$ cat src/rtl/lfsr_7_6_3_1_0_fib.sv
// 7-bit Fibonacci LFSR for x^7 + x^6 + x^3 + x + 1 (maximal length, period 127).
// The state is shifted toward the MSB, and the feedback bit enters at bit 1.
// An all-zero state, which is unreachable in normal use, is steered back to 7'h01
// on the next enabled step.
module lfsr_7_6_3_1_0_fib (
    input  logic       CLK,
    input  logic       RST,
    input  logic       ENA,
    output logic [7:1] LFSR_out
);

    logic [7:1] s_q;
    logic [7:1] s_d;
    logic       fb;

    // Next-state: feedback from taps 7, 6, 3, 1; lock-up guard on all-zero; hold when disabled
    always_comb begin
        s_d = s_q;
        fb  = s_q[7] ^ s_q[6] ^ s_q[3] ^ s_q[1];
        if (ENA) begin
            if (s_q == 7'h00) begin
                s_d = 7'h01;
            end else begin
                s_d = {s_q[6:1], fb};
            end
        end
    end

    // State register: synchronous active-low reset has priority over enable
    always_ff @(posedge CLK) begin
        if (!RST) begin
            s_q <= 7'h01;
        end else begin
            s_q <= s_d;
        end
    end

    assign LFSR_out = s_q;

endmodule

$ cat config.mk
export PLATFORM = sky130hd
export DESIGN_NAME = lfsr_7_6_3_1_0_fib
export DESIGN_NICKNAME = d
export VERILOG_FILES = /design/src/rtl/lfsr_7_6_3_1_0_fib.sv
export SDC_FILE = /design/constraint.sdc
export NUM_CORES = 1
export LEC_CHECK = 0
export BUFFER_PORTS_ARGS = -buffer_cell sky130_fd_sc_hd__buf_4
export CAP_MARGIN = 20
export CORE_AREA = 2 2 39 41
export DETAILED_ROUTE_END_ITERATION = 10
export DIE_AREA = 0 0 41 43
export GPL_ROUTABILITY_DRIVEN = 0
export SYNTH_ARGS = -nofsm -noshare
export SYNTH_HDL_FRONTEND = slang
export SYNTH_SLANG_ARGS = --single-unit
$ cat constraint.sdc
create_clock -name CLK -period 2.7 [get_ports CLK]
set_clock_uncertainty 0.2 [all_clocks]
set_input_delay 0 -clock CLK [delete_from_list [all_inputs] [get_ports CLK]]
set_output_delay 0 -clock CLK [all_outputs]
set_load 0.01 [all_outputs]
Yosys cells after proc, flatten, opt, wreduce, memory -nomap -nowiden --
Index checks and enable logic that the tools add are counted.
Word-level totals: register bits after elaboration 7, output and inout port bits 7
Cells by class: mux-type cells 1, reductions and logical operators 1, bitwise logic cells 3
Operator list (count):
- $logic_not 7->1 | 1
- $mux 7 | 1
- $xor 1x1->1 | 3

Logic depth before layout (Yosys ltp) --
Gate-level depths: netlist of the first run.
word-level depth 4, gate-level depth with buffers 4

Worst setup path before layout of the first run --
No wires, ideal clock.
path type register -> register, from register s_q, in the netlist LFSR_out[6], to register s_q, in the netlist LFSR_out[1], required time 2.414 ns, path buffers 0, stages on the path, launching flop included 4, setup slack 1.526 ns, period minus slack after synthesis 1.174 ns, library setup time 0.086 ns, arrival time 0.888 ns, path through dfxtp_1 -> xor2_1 -> nor4_1 -> a211oi_1
On the way: word-level cells in the longest chain between the ends 4
RTL lines:
- start, declared | RTL line 12 | logic [7:1] s_q;
- start signal, assigned | RTL line 32 | s_q <= 7'h01;
- start signal, assigned | RTL line 34 | s_q <= s_d;
- $xor 1x1->1 (3 in series) | RTL line 19 | fb = s_q[7] ^ s_q[6] ^ s_q[3] ^ s_q[1];
- $mux 7 (*) | RTL line 21 | if (s_q == 7'h00) begin
Mark *: on every way between the ends. The rest lies on a longest branch, timed or not. A chain may end at the register's enable or synchronous reset.

Worst setup path after layout of the first run --
from input port RST, to register s_q, in the netlist LFSR_out[3]
RTL lines:
- start, declared | RTL line 7 | input logic RST,
No word-level cell between the ends.

==> results of run 1 <==
-- tightest hold or removal path, cell delays in order, from the launching register on --
cell     delay, ps
dfxtp_1        330
mux2i_1        120
nor2_1          50
-- cells by family after synthesis --
| kind of cell | Yosys count | share of synthesized area [%] |
|---|---|---|
| compound gates | 3 | 8.91 |
| simple gates | 13 | 20.7 |
| buf+inv | 2 | 2.83 |
| xor+xnor | 1 | 2.83 |
| flops | 7 | 45.3 |
| mux | 6 | 19.4 |
-- final cells by class --
| class | count | area share (%) |
|---|---|---|
| inverters | 1 | 0.838 |
| well taps | 16 | 4.47 |
| multi-input cells | 23 | 35.8 |
| flip-flops and latches | 7 | 31.3 |
| clock buffers | 4 | 5.87 |
| repair buffers | 12 | 21.8 |
-- power groups by stage --
| stage | sequential, mW | combinational, mW | clock (mW) |
|---|---|---|---|
| 6_report | 0.111 | 0.0280 | 0.0958 |
| 3_3_place_gp | 0.113 | 0.0245 | 0 |
| 4_1_cts | 0.111 | 0.0283 | 0.101 |
| 3_5_place_dp | 0.113 | 0.0245 | 0 |
| 2_1_floorplan | 0.114 | 0.0136 | 0 |
| 5_1_grt | 0.112 | 0.0308 | 0.107 |
-- cells in the final DEF, fill, tap and decap left out --
master         Yosys  final
a211oi_1           1      1
a21boi_2           1      1
buf_4              0      9
clkbuf_1           0      1
clkbuf_4           0      3
dfxtp_1            7      7
dlygate4sd3_1      0      3
inv_1              1      1
mux2i_1            6      6
nand2_1            1      1
nand3b_1           1      1
nand4_1            1      1
nand4b_1           1      1
nor2_1             7      7
nor3_1             1      1
nor4_1             1      1
o32ai_1            1      1
xor2_1             1      1
-- per-layer routing --
layer | vias to the layer above | wire length [µm]
li1 | 144 | -
met4 | 0 | 29
met5 | - | 0
met1 | 119 | 324
met3 | 3 | 50
met2 | 10 | 238
-- stage by stage --
stage | hold slack [ps] | area, µm² | cells | util (%)
floorplan | 7.61 | 309 | 32 | -
global placement | 153 | 392 | 56 | 28.3
detailed placement | 163 | 392 | 56 | 28.3
CTS | 348 | 448 | 63 | 32.4
global route | 374 | 448 | 63 | 32.4
finish | 349 | 448 | 63 | 32.4
-- worst max-delay path by stage --
stage,to,cells past startpoint,slack [ps]
after floorplan,LFSR_out[1],3,1530
after global placement,LFSR_out[1],3,1530
after detailed placement,LFSR_out[1],3,1470
after CTS,LFSR_out[3],5,1160
after global routing,LFSR_out[3],5,1100
final,LFSR_out[3],5,1130
==> report_table.html, run 1 <==
<table>
<tr><th>Metric</th><th>Value</th></tr>
<tr><th colspan="2">Synthesis</th></tr>
<tr><td>Area fraction of the dominant cell type after synthesis</td><td>a little under half</td></tr>
<tr><td>Share of synthesized flip-flops with an asynchronous set or reset</td><td>0%</td></tr>
<tr><td>Count of flip-flops with a built-in enable after synthesis</td><td>0</td></tr>
<tr><td>FF+latch count, synth</td><td>7</td></tr>
<tr><td>Cells after synthesis</td><td>32</td></tr>
<tr><td>Post-Syn Area per Cell</td><td>9.66 µm²</td></tr>
<tr><td>Number of nets in the synthesized netlist</td><td>35</td></tr>
<tr><td>Count of distinct cell types in the synthesized netlist</td><td>15</td></tr>
<tr><td>Area contributors post-synth</td><td>dfxtp_1, mux2i_1, nor2_1, a21boi_2, nand4b_1</td></tr>
<tr><td>Sequential-to-total area share from yosys stat</td><td>45.3%</td></tr>
<tr><td>Cell taking the most area after synthesis</td><td>dfxtp_1</td></tr>
<tr><td>Total number of yosys warnings</td><td>0</td></tr>
<tr><td>Dominant register cell in the synthesized netlist</td><td>dfxtp_1</td></tr>
<tr><td>Summed instance area of the synthesized netlist</td><td>309 µm²</td></tr>
<tr><td>Ranking of synthesized cells by instance count</td><td>dfxtp_1, nor2_1, mux2i_1</td></tr>
<tr><th colspan="2">Finish</th></tr>
<tr><td>Area overhead of the layout relative to synthesis</td><td>44.9%</td></tr>
<tr><td>Net count of the finished layout</td><td>51</td></tr>
<tr><td>Flip-flop count of the largest register, all copies and words added</td><td>7</td></tr>
<tr><td>Fraction of layout cells with a size suffix above 1</td><td>27.7%</td></tr>
<tr><td>Flip-flop and latch area</td><td>140 µm²</td></tr>
<tr><td>Number of fillers in the final layout</td><td>159</td></tr>
<tr><td>Count of antenna diodes in the layout</td><td>0</td></tr>
<tr><td>Total area of multi-input combinational cells</td><td>roughly 160 µm²</td></tr>
<tr><th colspan="2">Run</th></tr>
<tr><td>Count of max-cap constraint violations</td><td>0</td></tr>
<tr><th colspan="2">Worst setup path</th></tr>
<tr><td>Dominant cell type by count on the critical path</td><td>dlygate4sd3_1</td></tr>
<tr><td>Type of the worst setup path</td><td>in -&gt; reg</td></tr>
<tr><td>Worst-case reg-to-reg path depth</td><td>3</td></tr>
<tr><td>R2R Setup Slk</td><td>1300 ps</td></tr>
<tr><td>WP data required</td><td>between 2000 and 3000 ps</td></tr>
<tr><td>CP max stage delay</td><td>550 ps</td></tr>
<tr><td>WP data arrival</td><td>between 1500 and 2000 ps</td></tr>
<tr><td>Critical Path Start</td><td>RST</td></tr>
<tr><td>Crit path max-delay cell type</td><td>dlygate4sd3_1</td></tr>
<tr><td>Largest delay contributor family on the critical path</td><td>buffers and inverters</td></tr>
<tr><td>Highest net fanout along the worst path</td><td>8</td></tr>
<tr><td>Combined buffer and inverter count along the critical path</td><td>4</td></tr>
<tr><td>Capture point of the worst reg-to-reg path</td><td>LFSR_out[3]</td></tr>
<tr><td>Endpoint kind of the worst setup timing path</td><td>register</td></tr>
<tr><td>Kind of start point of the critical path</td><td>input port</td></tr>
<tr><td>Cell-by-cell trace of the critical path</td><td>dlygate4sd3_1 -&gt; buf_4 -&gt; inv_1 -&gt; nor2_1 -&gt; dlygate4sd3_1</td></tr>
<tr><td>Critical register-to-register path startpoint</td><td>LFSR_out[3]</td></tr>
<tr><th colspan="2">Min path</th></tr>
<tr><td>Worst hold path startpoint</td><td>LFSR_out[2]</td></tr>
<tr><td>Worst-case hold path end point</td><td>LFSR_out[2]</td></tr>
<tr><td>Kind of path behind the tightest hold check</td><td>reg -&gt; reg</td></tr>
<tr><td>Worst hold path stage count</td><td>2</td></tr>
<tr><th colspan="2">Route</th></tr>
<tr><td>DRC violation total after the first TritonRoute iteration</td><td>5</td></tr>
<tr><td>Detailed-route via count</td><td>276</td></tr>
<tr><td>Wire per inst</td><td>10.2 µm</td></tr>
<tr><td>Count of antenna-violating nets left after detailed routing</td><td>0</td></tr>
<tr><td>Final routed wirelength across all metal layers</td><td>643 µm</td></tr>
<tr><td>Detailed-router iteration count before antenna repair</td><td>4</td></tr>
<tr><td>Post-detailed-route DRC marker count</td><td>0</td></tr>
<tr><td>Per-cell via count in the routed design</td><td>4.38</td></tr>
<tr><th colspan="2">Clock network</th></tr>
<tr><td>Clock tree from TritonCTS</td><td>yes</td></tr>
<tr><td>CTS Buf Count</td><td>3</td></tr>
<tr><td>Post-CTS repair timing setup buffer count</td><td>0</td></tr>
<tr><td>CTS Sinks</td><td>7</td></tr>
<tr><td>CTS Hold Buffers Added</td><td>3</td></tr>
<tr><td>Buffer type at the clock tree root</td><td>clkbuf_4</td></tr>
<tr><td>H-tree levels</td><td>1</td></tr>
<tr><td>Clock insertion delay at the later pin of the skew report</td><td>250 ps</td></tr>
<tr><td>Clock Path Buffers</td><td>2</td></tr>
<tr><td>Gates resized, CTS repair</td><td>0</td></tr>
<tr><td>Clock transition at the registers of the reported paths</td><td>approximately 50 ps</td></tr>
<tr><th colspan="2">STA</th></tr>
<tr><td>Count of endpoints failing hold in the final timing report</td><td>0</td></tr>
<tr><td>Achievable frequency</td><td>0.638 GHz</td></tr>
<tr><td>Finish-stage setup viols</td><td>0</td></tr>
<tr><td>Actual transition at the worst max-transition pin</td><td>~250 ps</td></tr>
<tr><td>RSZ-0062 raised after global routing</td><td>no</td></tr>
<tr><td>Post-route setup TNS</td><td>0 ps</td></tr>
<tr><td>Relative max-transition margin</td><td>83.3%</td></tr>
<tr><td>Setup slack of the critical path after layout</td><td>1130 ps</td></tr>
<tr><td>Final Critical Period</td><td>approximately 1600 ps</td></tr>
<tr><td>Period utilization</td><td>58.0%</td></tr>
<tr><td>Count of pins over their slew limit</td><td>0</td></tr>
<tr><th colspan="2">Floorplanning</th></tr>
<tr><td>Core area</td><td>roughly 1400 µm²</td></tr>
<tr><td># IOs</td><td>10</td></tr>
<tr><td>Area enclosed by the die boundary</td><td>1760 µm²</td></tr>
<tr><td>Chip Width</td><td>41 µm</td></tr>
<tr><td>Vertical extent of the die</td><td>43 µm</td></tr>
<tr><td>Number of cell rows</td><td>14</td></tr>
<tr><td>Effective utilization at floorplan</td><td>between 20% and 30%</td></tr>
<tr><th colspan="2">Power and ir drop</th></tr>
<tr><td>Seq pwr share</td><td>47.3%</td></tr>
<tr><td>Post-route total power</td><td>0.235 mW</td></tr>
<tr><td>Power density of the placed cells</td><td>525 nW/µm²</td></tr>
<tr><td>Switching part of the total power</td><td>23.9%</td></tr>
<tr><td>Net Sw Power</td><td>0.0562 mW</td></tr>
<tr><td>Power share of the clock group</td><td>40.8%</td></tr>
<tr><td>Standby leakage power</td><td>a little over 0.2 nW</td></tr>
<tr><td>Comb power frac</td><td>11.9%</td></tr>
<tr><td>Peak ir drop on the vdd network</td><td>0.197 mV</td></tr>
<tr><td>Cell-internal power</td><td>0.179 mW</td></tr>
<tr><th colspan="2">Place</th></tr>
<tr><td>Pre-CTS setup slack</td><td>about 1500 ps</td></tr>
<tr><td>Total of buffers placed on input and output ports</td><td>9</td></tr>
<tr><th colspan="2">GRT</th></tr>
<tr><td>Global route total overflow</td><td>0</td></tr>
<tr><td>Wire length of the first global-routing pass</td><td>945 µm</td></tr>
<tr><td>Met3 usage</td><td>3.14%</td></tr>
<tr><td>Grt peak-use layer</td><td>met1</td></tr>
<tr><td>Met2 Resource Use GR</td><td>8.13%</td></tr>
<tr><td>Antenna violations before repair</td><td>0</td></tr>
<tr><td>Met1 track utilization from global routing</td><td>12.0%</td></tr>
<tr><td>Gr usage total</td><td>8.46%</td></tr>
<tr><td>Via count of the first global-routing pass</td><td>219</td></tr>
<tr><td>Maximum number of pins on one net before global-route repair</td><td>10</td></tr>
<tr><th colspan="2">Status</th></tr>
<tr><td>Status</td><td>finished, final reports clean</td></tr>
</table>
Power figures use the tool's default switching activity.
==> run 2, diff against run 1 <==
==> constraint.sdc (replaced) <==
create_clock -name CLK -period 1.42 [get_ports CLK]
set_clock_uncertainty 0.2 [all_clocks]
set_input_delay 0 -clock CLK [delete_from_list [all_inputs] [get_ports CLK]]
set_output_delay 0 -clock CLK [all_outputs]
set_load 0.01 [all_outputs]
==> report_table.html, run 2 (synthesized netlist as in run 1, its figures left out) <==
<table>
<tr><th>Metric</th><th>Value</th></tr>
<tr><th colspan="2">Status</th></tr>
<tr><td>Status</td><td>finished, final reports clean (unchanged)</td></tr>
<tr><th colspan="2">Place</th></tr>
<tr><td>Total of buffers placed on input and output ports</td><td>9 (unchanged)</td></tr>
<tr><td>Number of placed instances with taps included</td><td>56 (unchanged)</td></tr>
<tr><td>Pre-CTS setup slack</td><td>181 ps (was 1470 ps)</td></tr>
<tr><td>Post-placement cell area</td><td>392 µm² (unchanged)</td></tr>
<tr><th colspan="2">Finish</th></tr>
<tr><td>Flip-flop and latch area</td><td>140 µm² (unchanged)</td></tr>
<tr><td>Net count of the finished layout</td><td>50 (was 51)</td></tr>
<tr><td>Final Non-Filler Cells</td><td>62 (was 63)</td></tr>
<tr><td>Fraction of layout cells with a size suffix above 1</td><td>28.3% (was 27.7%)</td></tr>
<tr><td>Area overhead of the layout relative to synthesis</td><td>41.7% (was 44.9%)</td></tr>
<tr><td>Flip-flop count of the largest register, all copies and words added</td><td>7 (unchanged)</td></tr>
<tr><td>Total area of multi-input combinational cells</td><td>160 µm² (unchanged)</td></tr>
<tr><td>Cell area after layout</td><td>438 µm² (was 448 µm²)</td></tr>
<tr><td>Commonest non-fill, non-tap cell in the layout</td><td>buf_4 (unchanged)</td></tr>
<tr><td>Highest-count cells in the layout ignoring fill and taps</td><td>buf_4, dfxtp_1, nor2_1, mux2i_1, clkbuf_4 (was buf_4, dfxtp_1, nor2_1, mux2i_1)</td></tr>
<tr><td>Count of antenna diodes in the layout</td><td>0 (unchanged)</td></tr>
<tr><td>Number of fillers in the final layout</td><td>157 (was 159)</td></tr>
<tr><th colspan="2">Route</th></tr>
<tr><td>DRC violation total after the first TritonRoute iteration</td><td>7 (was 5)</td></tr>
<tr><td>Detailed-route via count</td><td>275 (was 276)</td></tr>
<tr><td>Count of antenna-violating nets left after detailed routing</td><td>0 (unchanged)</td></tr>
<tr><td>Final routed wirelength across all metal layers</td><td>624 µm (was 643 µm)</td></tr>
<tr><td>Detailed-router iteration count before antenna repair</td><td>2 (was 4)</td></tr>
<tr><td>Post-detailed-route DRC marker count</td><td>0 (unchanged)</td></tr>
<tr><td>Wire per inst</td><td>10.1 µm (was 10.2 µm)</td></tr>
<tr><td>Per-cell via count in the routed design</td><td>4.44 (was 4.38)</td></tr>
<tr><th colspan="2">Floorplanning</th></tr>
<tr><td>Number of cell rows</td><td>14 (unchanged)</td></tr>
<tr><td>Vertical extent of the die</td><td>43 µm (unchanged)</td></tr>
<tr><td>Area enclosed by the die boundary</td><td>1760 µm² (unchanged)</td></tr>
<tr><td>Effective utilization at floorplan</td><td>22.3% (unchanged)</td></tr>
<tr><td>Chip Width</td><td>41 µm (unchanged)</td></tr>
<tr><td>Core area</td><td>1380 µm² (unchanged)</td></tr>
<tr><td># IOs</td><td>10 (unchanged)</td></tr>
<tr><th colspan="2">Worst setup path</th></tr>
<tr><td>Highest net fanout along the worst path</td><td>5 (was 8)</td></tr>
<tr><td>CP max stage delay</td><td>420 ps (was 550 ps)</td></tr>
<tr><td>Cell-by-cell trace of the critical path</td><td>xor2_1 -&gt; o32ai_1 -&gt; a211oi_1 (was dlygate4sd3_1 -&gt; buf_4 -&gt; inv_1 -&gt; nor2_1 -&gt; dlygate4sd3_1)</td></tr>
<tr><td>WP data required</td><td>1390 ps (was 2640 ps)</td></tr>
<tr><td>R2R Setup Slk</td><td>190 ps (was 1300 ps)</td></tr>
<tr><td>Kind of start point of the critical path</td><td>register (was input port)</td></tr>
<tr><td>Type of the worst setup path</td><td>reg -&gt; reg (was in -&gt; reg)</td></tr>
<tr><td>Largest delay contributor family on the critical path</td><td>flip-flops (was buffers and inverters)</td></tr>
<tr><td>Endpoint kind of the worst setup timing path</td><td>register (unchanged)</td></tr>
<tr><td>Crit path max-delay cell type</td><td>dfxtp_1 (was dlygate4sd3_1)</td></tr>
<tr><td>WP data arrival</td><td>1190 ps (was 1510 ps)</td></tr>
<tr><td>Combined buffer and inverter count along the critical path</td><td>0 (was 4)</td></tr>
<tr><th colspan="2">STA</th></tr>
<tr><td>Actual transition at the worst max-transition pin</td><td>238 ps (was 251 ps)</td></tr>
<tr><td>Count of pins over their slew limit</td><td>0 (unchanged)</td></tr>
<tr><td>Count of endpoints failing hold in the final timing report</td><td>0 (unchanged)</td></tr>
<tr><td>Relative max-transition margin</td><td>84.1% (was 83.3%)</td></tr>
<tr><td>Final Critical Period</td><td>approximately 1200 ps</td></tr>
<tr><td>Finish-stage setup viols</td><td>0 (unchanged)</td></tr>
<tr><td>RSZ-0062 raised after global routing</td><td>no (unchanged)</td></tr>
<tr><td>Setup slack of the critical path after layout</td><td>193 ps (was 1130 ps)</td></tr>
<tr><td>Achievable frequency</td><td>0.815 GHz</td></tr>
<tr><td>Post-route setup TNS</td><td>0 ps (unchanged)</td></tr>
<tr><td>Period utilization</td><td>around 86%</td></tr>
<tr><th colspan="2">Clock network</th></tr>
<tr><td>Clock tree from TritonCTS</td><td>yes (unchanged)</td></tr>
<tr><td>Buffer type at the clock tree root</td><td>clkbuf_4 (unchanged)</td></tr>
<tr><td>H-tree levels</td><td>1 (unchanged)</td></tr>
<tr><td>Gates resized, CTS repair</td><td>0 (unchanged)</td></tr>
<tr><td>CTS Buf Count</td><td>3 (unchanged)</td></tr>
<tr><td>Post-CTS repair timing setup buffer count</td><td>0 (unchanged)</td></tr>
<tr><td>CTS Sinks</td><td>7 (unchanged)</td></tr>
<tr><td>Clock insertion delay at the later pin of the skew report</td><td>250 ps (about the same)</td></tr>
<tr><td>Clock transition at the registers of the reported paths</td><td>50 ps (about the same)</td></tr>
<tr><td>Clock Path Buffers</td><td>2 (unchanged)</td></tr>
<tr><th colspan="2">Min path</th></tr>
<tr><td>Kind of path behind the tightest hold check</td><td>reg -&gt; reg (unchanged)</td></tr>
<tr><th colspan="2">GRT</th></tr>
<tr><td>Via count of the first global-routing pass</td><td>251 (was 219)</td></tr>
<tr><td>Maximum number of pins on one net before global-route repair</td><td>10 (unchanged)</td></tr>
<tr><td>Gr usage total</td><td>8.85% (was 8.46%)</td></tr>
<tr><td>Global route total overflow</td><td>0 (unchanged)</td></tr>
<tr><td>Wire length of the first global-routing pass</td><td>1060 µm (was 945 µm)</td></tr>
<tr><td>Antenna violations before repair</td><td>0 (unchanged)</td></tr>
<tr><th colspan="2">Power and ir drop</th></tr>
<tr><td>Peak ir drop on the vdd network</td><td>0.506 mV (was 0.197 mV)</td></tr>
<tr><td>Standby leakage power</td><td>0.198 nW (was 0.205 nW)</td></tr>
<tr><td>Post-route total power</td><td>0.439 mW (was 0.235 mW)</td></tr>
<tr><td>Power density of the placed cells</td><td>1000 nW/µm² (was 525 nW/µm²)</td></tr>
<tr><th colspan="2">Run</th></tr>
<tr><td>Count of max-cap constraint violations</td><td>0 (unchanged)</td></tr>
</table>
-- run 2: power breakdown --
part           switching [mW]  total [mW]  internal, mW
clock                  0.0695       0.176         0.107
combinational          0.0235      0.0510        0.0275
sequential            0.00804       0.211         0.203
total                   0.101       0.439         0.338
-- run 2: final cells by class --
cell class	count	share of cell area, %
Tap cell	16	4.57
Clock buffer	4	6.00
Multi-Input combinational cell	23	36.6
Sequential cell	7	32.0
Inverter	1	0.857
Timing Repair Buffer	11	20.0
-- run 2: worst paths after layout --
| kind | start | to | depth (start not counted) |
|---|---|---|---|
| setup / recovery | LFSR_out[6] | LFSR_out[1] | 3 |
| hold / removal | LFSR_out[4] | LFSR_out[4] | 2 |
| setup reg to reg | LFSR_out[6] | LFSR_out[1] | 3 |
| hold reg to reg | LFSR_out[4] | LFSR_out[4] | 2 |
-- run 2: metrics by stage --
step / hold slack [ps] / utilization [%]
floorplan: 7.61 / -
global placement: 153 / 28.3
detailed placement: 163 / 28.3
CTS: 351 / 31.6
global route: 370 / 31.6
finish: 344 / 31.6
-- run 2: layer usage --
layer  routed length [µm]  vias up  global-route usage, %
met3                   30        0                   4.71
li1                     -      144                      -
met5                    0        -                      0
met1                  328      124                   12.9
met2                  265        7                   10.3
met4                    0        0                   4.00
-- run 2: timing repair --
| action | CTS | global route |
|---|---|---|
| hold buffers | 2 | 0 |
| hold endpoints to repair | 7 | 0 |
| setup endpoints to repair | 0 | 0 |
-- run 2: tightest hold or removal path, delay by kind of cell, from the launching register on --
kind	cells	cell delay, ps
DFF	1	320
and+or+nand+nor	1	50
muxes	1	120
